[src/rtl/mem_access_stage.sv]
// Memory stage of the 5-stage pipeline: issues data-memory loads/stores over a
// req/ack handshake, stalls upstream while waiting, and registers the MEM/WB bundle.
module mem_access_stage #(
  parameter int TIMEOUT = 15
) (
  input  logic        clk,
  input  logic        rst,
  input  logic        wmemi,
  input  logic        rmemi,
  input  logic        wregi,
  input  logic        wpci,
  input  logic [1:0]  jmpi,
  input  logic [2:0]  ALUInsi,
  input  logic [31:0] R2ri,
  input  logic [31:0] R3ri,
  input  logic [3:0]  DestRi,
  output logic        mem_req,
  output logic        mem_we,
  output logic [31:0] mem_addr,
  output logic [31:0] mem_wdata,
  input  logic        mem_ack,
  input  logic [31:0] mem_rdata,
  output logic        stall,
  output logic        wrego,
  output logic        wpco,
  output logic [1:0]  jmpo,
  output logic [2:0]  ALUInso,
  output logic [31:0] R2ro,
  output logic [31:0] R3ro,
  output logic [31:0] rdatao,
  output logic [3:0]  DestRo,
  output logic        fault
);

  typedef enum logic {
    S_IDLE,
    S_WAIT
  } state_t;

  localparam logic [7:0] LAST_CNT = 8'(TIMEOUT - 1);

  state_t     state, state_next;
  logic [7:0] count, count_next;
  logic       access, misaligned;
  logic       start, done, timed_out, stall_raw;
  logic       load_ack, fault_next;

  assign access     = wmemi | rmemi;
  assign misaligned = access & (R2ri[1:0] != 2'b00);

  always_comb begin
    state_next = state;
    count_next = count;
    stall_raw  = 1'b0;
    start      = 1'b0;
    done       = 1'b0;
    timed_out  = 1'b0;
    case (state)
      S_IDLE: begin
        if (access && !misaligned) begin
          stall_raw  = 1'b1;
          start      = 1'b1;
          count_next = 8'd0;
          state_next = S_WAIT;
        end
      end
      S_WAIT: begin
        stall_raw = !mem_ack && (count != LAST_CNT);
        if (mem_ack) begin
          done       = 1'b1;
          state_next = S_IDLE;
        end else if (count == LAST_CNT) begin
          done       = 1'b1;
          timed_out  = 1'b1;
          state_next = S_IDLE;
        end else begin
          count_next = count + 8'd1;
        end
      end
      default: state_next = S_IDLE;
    endcase
  end

  // Stall must read 0 for the whole time reset is held, even mid-access.
  assign stall      = stall_raw & rst;
  assign load_ack   = (state == S_WAIT) & mem_ack & !mem_we;
  assign fault_next = misaligned | timed_out;

  always_ff @(posedge clk or negedge rst) begin
    if (!rst) begin
      state     <= S_IDLE;
      count     <= 8'd0;
      mem_req   <= 1'b0;
      mem_we    <= 1'b0;
      mem_addr  <= 32'd0;
      mem_wdata <= 32'd0;
    end else begin
      state <= state_next;
      count <= count_next;
      if (start) begin
        mem_req   <= 1'b1;
        mem_we    <= wmemi;
        mem_addr  <= R2ri;
        mem_wdata <= R3ri;
      end else if (done) begin
        mem_req <= 1'b0;
      end
    end
  end

  // MEM/WB register: bubble while stalled, otherwise the (possibly faulted) bundle.
  always_ff @(posedge clk or negedge rst) begin
    if (!rst) begin
      wrego   <= 1'b0;
      wpco    <= 1'b0;
      jmpo    <= 2'd0;
      ALUInso <= 3'd0;
      R2ro    <= 32'd0;
      R3ro    <= 32'd0;
      rdatao  <= 32'd0;
      DestRo  <= 4'd0;
      fault   <= 1'b0;
    end else if (stall_raw) begin
      wrego   <= 1'b0;
      wpco    <= 1'b0;
      jmpo    <= 2'd0;
      ALUInso <= 3'd0;
      R2ro    <= 32'd0;
      R3ro    <= 32'd0;
      rdatao  <= 32'd0;
      DestRo  <= 4'd0;
      fault   <= 1'b0;
    end else begin
      wrego   <= wregi & !fault_next;
      wpco    <= wpci & !fault_next;
      jmpo    <= fault_next ? 2'd0 : jmpi;
      ALUInso <= ALUInsi;
      R2ro    <= R2ri;
      R3ro    <= R3ri;
      rdatao  <= load_ack ? mem_rdata : 32'd0;
      DestRo  <= DestRi;
      fault   <= fault_next;
    end
  end

endmodule
[config.mk]
export PLATFORM = sky130hd
export DESIGN_NAME = mem_access_stage
export DESIGN_NICKNAME = d
export VERILOG_FILES = /design/src/rtl/mem_access_stage.sv
export SDC_FILE = /design/constraint.sdc
export NUM_CORES = 1
export LEC_CHECK = 0
export ABC_AREA = 1
export CORE_MARGIN = 1.5
export CORE_UTILIZATION = 32
export CTS_BUF_LIST = sky130_fd_sc_hd__clkbuf_2 sky130_fd_sc_hd__clkbuf_4 sky130_fd_sc_hd__clkbuf_8
export CTS_CLUSTER_DIAMETER = 60
export DETAILED_ROUTE_END_ITERATION = 8
export PLACE_DENSITY = 0.69
export REMOVE_ABC_BUFFERS = 1
export SLEW_MARGIN = 10
export SYNTH_ARGS = -nofsm -noshare
export SYNTH_HDL_FRONTEND = slang
export SYNTH_SLANG_ARGS = --single-unit
[constraint.sdc]
create_clock -name clk -period 1.55 [get_ports clk]
set_input_delay 0.155 -clock clk [delete_from_list [all_inputs] [get_ports clk]]
set_output_delay 0.155 -clock clk [all_outputs]
set_load 0.02 [all_outputs]
== After elaboration in Yosys (flattened, before gate mapping) ==
Index checks and enable logic that the tools add are counted.
Storage, ports and cells
  flip-flop bits (word level): 183
  bits of input ports: 112
  output and inout port bits: 175
Operators by class
  add/subtract/negate cells: 1
  eq/ne operators: 5
  multiplexer cells: 28
  bitwise logic cells: 9
  reductions and logical operators: 9
Operators with widths (count)
  $mux W32: 4
  $mux W8: 3
  $pmux W8 S2: 1
  $mux W1: 14
  $add A8 B1 Y8 const B: 1
  $eq A8 B4 Y1 const B: 1
  $ne A8 B4 Y1 const B: 1
  $and A1 B1 Y1: 6
  $ne A2 B2 Y1 const B: 3
  $logic_not A1 Y1: 4
  $mux W2: 2
  $mux W4: 1
  $pmux W1 S2: 2
  $reduce_bool A2 Y1: 2
  $mux W3: 1
  $reduce_and A3 Y1: 1
  $logic_and A1 B1 Y1: 2
  $or A1 B1 Y1: 2
  $not A1 Y1: 1

== Longest topological paths before layout ==
  depth after elaboration: 8
  depth in mapped cells: 10

== Worst setup path after synthesis ==
OpenSTA, ideal clock, no wires.
  path type: reg-to-output
  start point: reg count[0]
  end point: out stall
  data arrival time: 1.462 ns
  data required time: 1.395 ns
  slack: -0.067 ns
  cell stages (with the launch flop): 10
  path buffers: 2
  cells stage by stage: dfrtp_1 inv_1 ha_1 nand2_1 nor2_1 nand2_1 nand3_2 buf_6 buf_6 nor2_1
Between the ends
  word-level cells in the longest chain between the ends: 4
Ends and longest elaborated chain
  from (decl): line 43  | logic [7:0] count, count_next;
  from (signal assigned): line 99  | count <= count_next;
  $ne A8 B4 Y1: line 68  | stall_raw = !mem_ack && (count != LAST_CNT);
  $logic_and A1 B1 Y1: line 68
  $pmux W1 S2: line 58  | case (state)
  $and A1 B1 Y1: line 85  | assign stall = stall_raw & rst;
  to (decl): line 23  | output logic stall,
Every way passes these cells.

== Final worst setup path ==
Same ends and word-level chain as after synthesis.

==> impl_results.md <==
- Clock tree buffer depth: 2
- Seq/Total Area, Yosys: 0.6765
- Status: finished, violations left
- Drt via density: 4.018
- Root Driver: clkbuf_8
- Post-synthesis mux area share: 0
- Logic gate share of total power: 0.364
- Slew headroom: 0.6437
- Final WL: 17350 um
- CTS tree: built
- Fillers: 1995
- Num CTS Buffers: 17
- Synth warn: 0
- Fin crit share: 1.081
- Critical path launch point: count[0]
- CP Class: flop to output port
- Sw Pwr: 5752 uW
- Largest family of logic cells by synthesized area: buffers and inverters
- Flop pwr share: 0.424
- Crit path DAT: 1.52 ns
- Slew Limit Fails: 0
- Failing checks: negative setup slack
- Initial Util: 0.3240
- Biggest area consumer among synthesized cells: dfrtp_1
- GR Overflow Total: 0
- Compound-Gate Fraction of Synth Area: 0.05656
- VDD IR max: 0.0005521 V
- Leak Pwr: 0.006083 uW
- Worst EP required: 1.39 ns
- Top cells by count, synth: dfrtp_1, inv_1, nand2_1
- HPWL after DPL: 12120 um
- Asr flop ratio synth: 1.000
- Initial antenna violation count: 0
- DRC Markers: 0
- Clk slew on worst S/H paths: 0.11 ns
- Crit-path most repeated cell: nand2_2
- Number of flops mapped to enable cells by yosys: 0
- P_int: 9273 uW
- RSZ-0062 raised after global routing: true
- Share of cells above drive strength 1: 0.07094
- Worst-Skew Late Latency: 0.46 ns
- Die X: 148.4 um
- Synth Area in Simple Gates: 0.1305
- GRT Overall Usage: 0.1548
- Synth Area in XOR/XNOR: 0
- Port Buffer Count: 286
- Count of final setup violators: 1
- Final worst setup slack: -0.1259 ns
- Final nets: 1116
- Final design area excluding fillers: 0.01033 mm^2
- Pin count of the biggest net entering global routing: 100
- Clock share of power: 0.213
- WL per Instance: 13.45 um
- Tmin final: 1.676 ns
- Crit-path max FO: 2
- Worst Setup End Kind: output port
- DRT iter0 DRCs: 250
- Main synth FF type: dfrtp_1
- Syn-to-layout area delta: 52.68%
- Via count: 5183
- Worst path slowest cell: dfrtp_1
- Final Power: 15030 uW
- DR pass1 iterations: 5
- IO Count: 287
- Core area: 0.02089 mm^2
- Ant diodes: 0
- Hold/Removal Path Class: input pin to flop
- Die height: 148.4 um
- Finished Layout Cells: 1290
- Sw frac: 0.3828
- Mapped Cells: 698
- Post-Route Utilization: 0.4948
- Crit path max-delay family: flip-flops
- Area share of the largest cell type after synthesis: 0.6765
- Hold Fails Final Rpt: 0
- Synth unique cells: 16
- ANT nets after route: 0
- Most common cell in the netlist: dfrtp_1
- Adder-Cell Fraction of Synth Area: 0.003697
- First-pass GRT wire length: 26480 um
- Routability congestion estimate from global placement: 0.7692
- Max cap viols: 0
- Largest stage delay, worst path: 0.40 ns
- H-tree levels: 4
- Die ar.: 0.02203 mm^2
- Clock skew: 0.01901 ns
- Worst slew pin tran: 0.5345 ns
- Syn Area/Cell: 9.698 um^2
- Maximum clock frequency: 0.5967 GHz
- Reg2reg start: count[0]
- Area of the multi-input gates: 0.001339 mm^2
- Power density of the placed cells: 1454 mW/mm^2
- Row count: 53
- Vias in the first global route: 5015
- Crit-path cells: inv_2 -> ha_4 -> nand2_2 -> nor2_2 -> nand2_2 -> nand3_4 -> nor2_4 -> buf_12
- Placed insts: 1251
- Crit path launch type: flop
- Hold Crit Start: mem_rdata[23]
- Crit path buffers/inverters: 2
- FF+latch area: 0.004579 mm^2
- Post-Syn Area: 0.006769 mm^2
- Sinks on Clock Net: 183
- Register bit total from synthesis: 183
- Placed Area: 0.01003 mm^2
- Synth top area cells: dfrtp_1, inv_1, nand2_1
==> power by group through the flow <==
stage	Sequential, uW	Combinational [uW]	Clock, uW
2_1_floorplan	7970	1180	0
3_3_place_gp	6480	6020	0
3_5_place_dp	6510	6090	0
4_1_cts	6380	5360	3340
5_1_grt	6510	5950	3560
6_report	6370	5470	3190
==> repair_timing <==
item / CTS / global route
pin swaps: 3 / 1
hold buffers: 1 / 0
resized for setup: 181 / 4
setup endpoints to repair: 175 / 86
cloned: 0 / 3
endpoints found under the hold margin: 183 / 0
buffers inserted: 3 / 0
==> routing by layer <==
metal / share of wire / global-route usage / vias up
met3: 0.055 / 0.04141 / 26
met1: 0.42 / 0.1890 / 2368
met5: 0 / 0 / -
met4: 0.023 / 0.05842 / 0
met2: 0.50 / 0.2619 / 174
li1: - / - / 2615
==> tightest hold or removal path: stages <==
cell	delay, ns
clkdlybuf4s50_1	0.39
inv_1	0.05
nor2_1	0.03
==> cell type report <==
| type | count | share of cell area |
|---|---|---|
| flip-flops and latches | 183 | 0.4431 |
| repair buffers | 314 | 0.2909 |
| multi-input cells | 306 | 0.1295 |
| inverters | 180 | 0.06538 |
| well taps | 275 | 0.03329 |
| clock buffers | 17 | 0.02264 |
| clock inverters | 15 | 0.01513 |
==> cell usage in the layout (no fill, tap or decap) <==
| cell | count |
|---|---|
| nor2_2 | 1 |
| clkinv_2 | 1 |
| o21ai_1 | 2 |
| o211ai_1 | 1 |
| nor2_4 | 1 |
| clkinv_8 | 2 |
| clkdlybuf4s50_1 | 110 |
| o21ai_0 | 73 |
| ha_1 | 1 |
| nor2_1 | 42 |
| inv_12 | 1 |
| or2_2 | 2 |
| nand3_1 | 10 |
| ha_4 | 1 |
| buf_12 | 7 |
| buf_16 | 1 |
| clkbuf_16 | 2 |
| buf_4 | 16 |
| clkinv_4 | 1 |
| dlygate4sd2_1 | 174 |
| clkinvlp_4 | 3 |
| inv_8 | 4 |
| buf_6 | 3 |
| inv_1 | 179 |
| dfrtp_1 | 183 |
| nand3_4 | 2 |
| nand2_2 | 3 |
| inv_6 | 3 |
| dlygate4sd3_1 | 1 |
| clkbuf_8 | 17 |
| nand2_1 | 167 |
| inv_2 | 1 |
==> kinds of logic after synthesis <==
group / Yosys count
DFF: 183
AOI/OAI and AO/OA: 76
and+or+nand+nor: 228
adders and majority gates: 2
buffers and inverters: 209
==> flip-flops by register name (all words and copies together) (netlist names), 2 cells and up <==
| name | cells |
|---|---|
| mem_wdata | 32 |
| count | 8 |
| mem_addr | 32 |
| ALUInso | 3 |
| jmpo | 2 |
| rdatao | 32 |
| DestRo | 4 |
| R3ro | 32 |
| R2ro | 32 |
==> path summary, 6_finish.rpt <==
path,slack [ns],endpoint,cells after the start
setup / recovery,-0.13,stall,8
setup reg to reg,0.01,count[5],9
max in group asynchronous,0.78,mem_wdata[26],3
hold reg to reg,0.47,mem_addr[0],2
min in group asynchronous,0.32,rdatao[26],3
hold / removal,0.19,rdatao[23],3
==> per-stage QoR <==
| step | setup TNS (ns) | setup WS, ns | hold slack, ns |
|---|---|---|---|
| 6_report | -0.1259 | -0.1259 | 0.1947 |
| 5_1_grt | -7.336 | -0.2658 | 0.1538 |
| 4_1_cts | -0.2983 | -0.2076 | 0.1589 |
| 3_5_place_dp | -0.2758 | -0.04956 | 0.2485 |
| 3_3_place_gp | -0.1527 | -0.03057 | 0.2438 |
| 2_1_floorplan | -156.31 | -1.621 | -0.1406 |
Note: power is estimated with default switching activity, not from simulation.
